`src/rtl/alu_op_sequencer.sv`:
```
// alu_op_sequencer
//   Issue-side sequencer for the datapath ALU. It accepts one request over a
//   valid/ready handshake, holds the ALU select/operands for the op's
//   multi-cycle latency, captures the ALU's {HI,LO} result, and returns it to
//   the register file as one LO beat, followed by a HI beat for MUL and DIV.
//   Illegal opcodes and divide-by-zero produce a one-cycle error pulse and
//   are never issued to the ALU.
// Ports
//   clk, rst_n                      clock, async active-low reset
//   req_valid/req_ready/req_op/a/b/y  request handshake and payload
//   alu_select/alu_a/alu_b/alu_y      drive to ALU (select 0000 = hold)
//   alu_c                            ALU registered result {HI,LO}
//   wb_valid/wb_ready/wb_sel/wb_data  write-back beats (sel 1 = HI)
//   err_valid/err_code               error pulse (01 illegal, 10 div by 0)
//   busy                             sequencer not idle
module alu_op_sequencer #(
  parameter int DW      = 32,
  parameter int MUL_CYC = 2,
  parameter int DIV_CYC = 4
) (
  input  logic          clk,
  input  logic          rst_n,
  input  logic          req_valid,
  output logic          req_ready,
  input  logic [3:0]    req_op,
  input  logic [DW-1:0] req_a,
  input  logic [DW-1:0] req_b,
  input  logic [DW-1:0] req_y,
  output logic [3:0]    alu_select,
  output logic [DW-1:0] alu_a,
  output logic [DW-1:0] alu_b,
  output logic [DW-1:0] alu_y,
  input  logic [2*DW-1:0] alu_c,
  output logic          wb_valid,
  input  logic          wb_ready,
  output logic          wb_sel,
  output logic [DW-1:0] wb_data,
  output logic          err_valid,
  output logic [1:0]    err_code,
  output logic          busy
);

  localparam logic [3:0] OP_MUL = 4'b0011;
  localparam logic [3:0] OP_DIV = 4'b0101;

  localparam logic [2:0] S_IDLE    = 3'd0;
  localparam logic [2:0] S_ISSUE   = 3'd1;
  localparam logic [2:0] S_CAPTURE = 3'd2;
  localparam logic [2:0] S_WB_LO   = 3'd3;
  localparam logic [2:0] S_WB_HI   = 3'd4;
  localparam logic [2:0] S_ERR     = 3'd5;

  localparam int MAXC = (MUL_CYC > DIV_CYC) ? MUL_CYC : DIV_CYC;
  // Counter holds N-1, so $clog2(MAXC) bits cover the largest hold.
  localparam int CW   = (MAXC > 1) ? $clog2(MAXC) : 1;

  typedef struct packed {
    logic [3:0]    op;
    logic [DW-1:0] a;
    logic [DW-1:0] b;
    logic [DW-1:0] y;
  } req_t;

  logic [2:0]      state, state_n;
  logic [CW-1:0]   cnt;
  logic [2*DW-1:0] res_q;
  logic [1:0]      err_q;
  logic            rdy_q;
  req_t            req_q;
  logic            accept, legal, div0, two_beat;

  always_comb begin
    legal = 1'b1;
    case (req_op)
      4'b0000, 4'b0100, 4'b1001, 4'b1011: legal = 1'b0;
      default:                            legal = 1'b1;
    endcase
  end

  assign accept   = (state == S_IDLE) && req_valid && rdy_q;
  assign div0     = (req_op == OP_DIV) && (req_b == '0);
  assign two_beat = (req_q.op == OP_MUL) || (req_q.op == OP_DIV);

  function automatic logic [CW-1:0] hold_cnt(input logic [3:0] op);
    case (op)
      OP_MUL:  hold_cnt = CW'(MUL_CYC - 1);
      OP_DIV:  hold_cnt = CW'(DIV_CYC - 1);
      default: hold_cnt = '0;
    endcase
  endfunction

  always_comb begin
    state_n = state;
    case (state)
      S_IDLE:    if (accept) state_n = (!legal || div0) ? S_ERR : S_ISSUE;
      S_ISSUE:   if (cnt == '0) state_n = S_CAPTURE;
      S_CAPTURE: state_n = S_WB_LO;
      S_WB_LO:   if (wb_ready) state_n = two_beat ? S_WB_HI : S_IDLE;
      S_WB_HI:   if (wb_ready) state_n = S_IDLE;
      S_ERR:     state_n = S_IDLE;
      default:   state_n = S_IDLE;
    endcase
  end

  always_ff @(posedge clk or negedge rst_n) begin
    if (!rst_n) begin
      state <= S_IDLE;
      rdy_q <= 1'b0;
      cnt   <= '0;
      res_q <= '0;
      err_q <= 2'b00;
      req_q <= '0;
    end else begin
      state <= state_n;
      // Ready is registered: it lands on the edge that enters IDLE, which
      // also makes it rise on the first edge out of reset.
      rdy_q <= (state_n == S_IDLE);
      if (accept) begin
        req_q <= '{op: req_op, a: req_a, b: req_b, y: req_y};
        err_q <= legal ? 2'b10 : 2'b01;
        cnt   <= hold_cnt(req_op);
      end
      if (state == S_ISSUE && cnt != '0) cnt <= cnt - CW'(1);
      if (state == S_CAPTURE) res_q <= alu_c;
    end
  end

  // Outputs decode from registered state so reset clears them immediately.
  assign req_ready  = rdy_q;
  assign alu_select = (state == S_ISSUE) ? req_q.op : 4'b0000;
  assign alu_a      = req_q.a;
  assign alu_b      = req_q.b;
  assign alu_y      = req_q.y;
  assign wb_valid   = (state == S_WB_LO) || (state == S_WB_HI);
  assign wb_sel     = (state == S_WB_HI);
  assign wb_data    = (state == S_WB_LO) ? res_q[DW-1:0] :
                      (state == S_WB_HI) ? res_q[2*DW-1:DW] : '0;
  assign err_valid  = (state == S_ERR);
  assign err_code   = (state == S_ERR) ? err_q : 2'b00;
  assign busy       = (state != S_IDLE);

endmodule

```
`config.mk`:
```
export PLATFORM = sky130hd
export DESIGN_NAME = alu_op_sequencer
export DESIGN_NICKNAME = d
export VERILOG_FILES = /design/src/rtl/alu_op_sequencer.sv
export SDC_FILE = /design/constraint.sdc
export NUM_CORES = 1
export LEC_CHECK = 0
export CAP_MARGIN = 20
export CORE_MARGIN = 2
export CORE_UTILIZATION = 44
export DETAILED_ROUTE_END_ITERATION = 8
export PLACE_DENSITY = 0.93
export REMOVE_ABC_BUFFERS = 1
export SLEW_MARGIN = 20
export SYNTH_ARGS = -nofsm -noshare
export SYNTH_HDL_FRONTEND = slang
export SYNTH_SLANG_ARGS = --single-unit
```
`constraint.sdc`:
```
create_clock -name clk -period 3.04 [get_ports clk]
set_input_delay 0.912 -clock clk [delete_from_list [all_inputs] [get_ports clk]]
set_output_delay 0.912 -clock clk [all_outputs]
set_load 0.005 [all_outputs]
```
==> results of run 1 <==
## placed cells by master, fill, tap and decap left out, types with 3 or more instances in the layout
cell,instances
inv_8,4
mux2_2,64
dfrtp_1,169
clkinv_4,3
and2_1,5
a22o_1,32
nor4_1,9
inv_6,4
clkdlybuf4s50_1,305
buf_12,8
nand2_1,307
inv_1,5
clkbuf_16,19
buf_4,9
dfrtp_2,3
## registers in the layout, indices dropped and copies added, names as in the netlist, 2 cells and up
name / cells
req_q: 4
state: 3
err_q: 2
cnt: 2
res_q: 64
alu_a: 32
alu_y: 32
alu_b: 32
## stage by stage
stage / worst slack, ns / util [%] / total power (W)
after floorplan: -2.96 / - / 0.00582
after global placement: 0.441 / 60.1 / 0.00805
after detailed placement: 0.356 / 60.1 / 0.00826
after CTS: 0.0126 / 63.5 / 0.0105
after global routing: -0.000593 / 64.2 / 0.0111
final: 0.0504 / 64.2 / 0.0104
## kinds of logic (layout without fill, tap and decap cells)
logic type | Yosys count | count (layout) | share of synthesized area [%]
xor gates and xnor gates | 2 | 2 | 0.225
muxes | 66 | 66 | 9.50
adders and majority gates | 1 | 1 | 0.160
buffers and inverters | 140 | 363 | 12.4
DFF | 172 | 172 | 55.2
and+or+nand+nor | 342 | 342 | 17.9
AOI/OAI and AO/OA | 43 | 43 | 4.65
## critical path, cell delays in order, from the launching register on
cell             delay (ns)
dfrtp_2                0.45
nor3b_4                0.22
buf_6                  0.15
clkbuf_16              0.18
a22o_1                 0.16
clkdlybuf4s50_1        0.50
## routing by layer
layer	vias up	GRT usage (%)	part of all wire (%)
li1	2804	-	-
met1	2886	24.4	37
met2	283	38.3	50
met3	33	7.70	10
met4	0	8.30	2.4
met5	-	0	0
## power breakdown
part	total, W	internal, W	switching, W
logic	0.00419	0.00250	0.00168
clock network	0.00215	0.00117	0.000980
registers	0.00410	0.00340	0.000698
## area by class of cell
class	count	area (um2)	area share [%]
repair buffers	326	3350	30.2
multi-input cells	454	2560	23.0
clock inverters	14	151	1.36
inverters	5	18.8	0.169
well taps	225	282	2.54
clock buffers	18	429	3.87
flip-flops and latches	172	4310	38.8
## timing repair
action,CTS,global route
setup buffers,0,7
endpoints found under the setup margin,37,33
cloned,0,2
gates resized for setup,3,2
## path summary, 6_finish.rpt
path	endpoint	slack, ns	cells past startpoint
setup / recovery	wb_data[26]	0.05	5
hold / removal	alu_y[30]	0.47	2
setup reg to reg	alu_a[29]	1.09	7
hold reg to reg	alu_y[30]	0.47	2
max in group asynchronous	alu_b[15]	1.79	2
min in group asynchronous	res_q[57]	0.48	1
==> results.json, run 1 <==
{
  "status": "finished clean",
  "core_area_um2": 17300,
  "first_pass_iters": 4,
  "rows": 48,
  "finalSetupViolCount": 0,
  "dp_cells": 1173,
  "hold_violations": 0,
  "gp_congestion": 0.814,
  "ys_seq_area_share_pct": 55.2,
  "antenna_found_initial": 0,
  "synthTopCellsByArea": "dfrtp_1 55%, nand2_1 15%, buf_4 10%, mux2_2 9.2%, a22o_1 3.6%",
  "period_minus_slack_ns": 2.99,
  "ctsLongestPathBuffers": 2,
  "drt_iter0_markers": 185,
  "crit_type": "flop to output pin",
  "peakVddDrop_v": 0.000526,
  "drive_gt1_share_pct": 13.0,
  "min_from": "alu_y[30]",
  "synth_common_cells": "307 x nand2_1, 172 x dfrtp_1, 109 x buf_4, 64 x mux2_2, 32 x a22o_1",
  "period_share_pct": 98.3,
  "n_fill_cell": 1272,
  "area_delta_synth_final_pct": 42.4,
  "yosysTopAreaCellShare_pct": 55.2,
  "maxSlewHeadroom_pct": 59.9,
  "cts_root_buf": "clkbuf_16",
  "num_io_pins": 307,
  "timing.setup.tns_ns": 0,
  "portBuffers": 306,
  "cp-start-kind": "flop",
  "ctsHtreeMaxLevel": 4,
  "grt_pass1_wl_um": 31500,
  "fin_area_um2": 11100,
  "clk_pin_slew_worst_paths_ns": 0.07,
  "wl_um": 21400,
  "vias": 6006,
  "numCtsBuffers": 17,
  "nets": 1145,
  "critPathLaunch": "state[1]",
  "crit_fanout": 18,
  "drc": 0,
  "synth.largest_area_cell": "dfrtp_1",
  "synthArstFlopShare_pct": 100,
  "worst_pin_slew_ns": 0.601,
  "rr_startpoint": "state[2]",
  "yosysMostFrequentCell": "nand2_1",
  "gr-usage-all-layers_pct": 21.9,
  "yosysWarnings": 0,
  "diodes": 0,
  "wl_per_cell_um": 17.7,
  "cts_num_sinks": 172,
  "die_w_um": 137,
  "crit_required_ns": 2.13,
  "clock_skew_ns": 0.00736,
  "maxSlewViolCount": 0,
  "fin_cells": 1214,
  "worstPathArrival_ns": 2.08,
  "holdCritPathClass": "flop to flop",
  "synthFlopType": "dfrtp_1",
  "synth.distinct_cells": 39,
  "p_per_area_nw_per_um2": 940,
  "hold_ws_ns": 0.474,
  "clkLatencyLatePin_ns": 0.42,
  "grt_pass1_vias": 6103,
  "grt.overflow.total": 0,
  "die_area_um2": 18800,
  "max_freq_mhz": 334,
  "leakagePower_nw": 5.05,
  "syn_area_um2": 7800,
  "maxCapViolCount": 0,
  "end_kind": "output pin",
  "die_h_um": 137,
  "cts_hold_buf": 0,
  "hpwl_um": 15500,
  "avgViaCountPerCell": 4.95,
  "placedInstanceArea_um2": 10400,
  "syn_inst": 766,
  "initial_utilization_pct": 45.1,
  "synth-edff-count": 0,
  "cts_tree": "yes",
  "synth_seq_cells": 172,
  "grt_max_degree": 82,
  "synth_area_per_cell_um2": 10.2,
  "antenna_left": 0
}
(Power assumes the default switching activity.)
==> run 2, diff against run 1 <==
--- a/config.mk
+++ b/config.mk
@@ -7,9 +7,9 @@
 export LEC_CHECK = 0
 export CAP_MARGIN = 20
 export CORE_MARGIN = 2
-export CORE_UTILIZATION = 44
+export CORE_UTILIZATION = 40
 export DETAILED_ROUTE_END_ITERATION = 8
-export PLACE_DENSITY = 0.93
+export PLACE_DENSITY = 0.89
 export REMOVE_ABC_BUFFERS = 1
 export SLEW_MARGIN = 20
 export SYNTH_ARGS = -nofsm -noshare
==> constraint.sdc (replaced) <==
create_clock -name clk -period 2.5 [get_ports clk]
set_input_delay 0.75 -clock clk [delete_from_list [all_inputs] [get_ports clk]]
set_output_delay 0.75 -clock clk [all_outputs]
set_load 0.005 [all_outputs]
==> run 2 against run 1 <==
Compared with the run above: the run now ends with negative setup slack left; design area up 2.3%; total power rose by 23%; first-iteration DRC count up 13%; critical endpoint is now wb_data[11]; highest routed layer unchanged.
==> results.json, run 2 (synthesized netlist as in run 1, its figures left out) <==
{
  "largest_reg_flops": 64,
  "grt_pass1_wl_um": 32600,
  "max_freq_mhz": 359,
  "place_ws_ns": 0.0228,
  "crit_type": "flop to output pin",
  "timing.setup.tns_ns": -0.779,
  "hold_violations": 0,
  "worstReg2RegEnd": "req_q[96]",
  "drt_iter0_markers": 209,
  "crit_fanout": 18,
  "finalSetupViolCount": 6,
  "avgViaCountPerCell": 4.75,
  "cts_root_buf": "clkbuf_16",
  "rows": 51,
  "rr_startpoint": "state[1]",
  "wl_per_cell_um": 17.3,
  "final_common_cell": "nand2_1",
  "reg2reg_depth": 10,
  "ctsLongestPathBuffers": 2,
  "die_w_um": 144,
  "clk_pin_slew_worst_paths_ns": 0.07,
  "clkLatencyLatePin_ns": 0.43,
  "maxSlewViolCount": 0,
  "gp_congestion": 0.810,
  "wl_um": 22000,
  "numCtsBuffers": 17,
  "violations": "negative setup slack",
  "final_util_pct": 58.9,
  "leakagePower_nw": 5.78,
  "core_area_um2": 19300,
  "cts_hold_buf": 0,
  "worstPathArrival_ns": 2.04,
  "gr-usage-all-layers_pct": 20.6,
  "crit_path_end": "wb_data[11]",
  "first_pass_iters": 4,
  "grt.overflow.total": 0,
  "period_minus_slack_ns": 2.79,
  "p_per_area_nw_per_um2": 1130,
  "r2r_slack_ns": 0.27,
  "layout.cells.most_common_list": "307 x nand2_1, 265 x clkdlybuf4s50_1, 171 x dfrtp_1",
  "area_delta_synth_final_pct": 45.7,
  "regMostFlops": "res_q",
  "cp-start-kind": "flop",
  "die_area_um2": 20600,
  "crit_required_ns": 1.75,
  "num_io_pins": 307,
  "hpwl_um": 15500,
  "worst_pin_slew_ns": 0.533,
  "portBuffers": 306,
  "drc": 0,
  "rsz0062_at_grt": "true",
  "initial_utilization_pct": 40.5,
  "status": "finished with violations",
  "hold_ws_ns": 0.293,
  "ctsHtreeMaxLevel": 4,
  "maxSlewHeadroom_pct": 64.5,
  "end_kind": "output pin",
  "grt_max_degree": 69,
  "holdCritPathClass": "input pin to async pin",
  "diodes": 0,
  "antenna_found_initial": 0,
  "drive_gt1_share_pct": 15.0,
  "critPathLaunch": "state[1]",
  "cts_num_sinks": 172,
  "grt_pass1_vias": 6181,
  "nets": 1163,
  "antenna_left": 0,
  "period_share_pct": 111,
  "maxCapViolCount": 0,
  "clock_skew_ns": 0.0168,
  "peakVddDrop_v": 0.000576,
  "cts_tree": "yes",
  "setup_ws_ns": -0.287,
  "die_h_um": 144,
  "vias": 6039
}
## run 2: cell count changes in the layout (fill, tap and decap cells not counted), moves of 4 or more
| cell | change |
|---|---|
| buf_6 | +6 |
| buf_4 | +13 |
| clkdlybuf4s50_1 | -40 |
| clkbuf_2 | +4 |
| dlymetal6s2s_1 | +36 |
## run 2: timing repair
item                                    in CTS  in global routing
setup buffers                                6                 12
gates cloned                                 1                  1
pin swaps                                    1                  6
endpoints found under the setup margin      42                 42
gates resized for setup                      9                 55
## run 2: per-layer routing
metal | vias up | GRT usage [%] | part of all wire (%)
met5 | - | 0 | 0
met4 | 0 | 8.10 | 2.3
met3 | 31 | 8.40 | 10
met2 | 275 | 33.4 | 48
met1 | 2887 | 24.3 | 40
li1 | 2846 | - | -
## run 2: worst min path at each step
stage / from / slack, ns / to
CTS: rst_n / 0.30 / res_q[38]
global route: rst_n / 0.30 / res_q[38]
detailed placement: alu_a[13] / 0.46 / alu_a[13]
finish: rst_n / 0.29 / res_q[38]
global placement: alu_b[13] / 0.46 / alu_b[13]
floorplan: err_q[1] / 0.44 / err_q[1]
## run 2: layout make-up
class	instances	area, um2
timing repair buffer	344	3550
clock buffer	18	429
multi-input combinational	454	2570
inverter	5	18.8
sequential	172	4310
fill	1538	7910
tap	265	332
clock inverter	14	149
## run 2: critical path, stage by stage, from the launching register on
cell and delay (ns):
dfrtp_2 0.43, nor3b_4 0.29, buf_8 0.22, a22o_1 0.18
clkdlybuf4s50_1 0.50
## run 2: power by group
part           internal (W)  switching, W
combinational       0.00316       0.00210
clock               0.00142       0.00121
sequential          0.00413      0.000822
total               0.00871       0.00413
## run 2: stage by stage
| stage | instances | instance area, um2 | power, W |
|---|---|---|---|
| 6_report | 1272 | 11400 | 0.0128 |
| 5_1_grt | 1272 | 11400 | 0.0137 |
| 4_1_cts | 1261 | 11200 | 0.0128 |
| 3_5_place_dp | 1222 | 10500 | 0.0100 |
| 3_3_place_gp | 1222 | 10500 | 0.00983 |
| 2_1_floorplan | 631 | 6850 | 0.00700 |
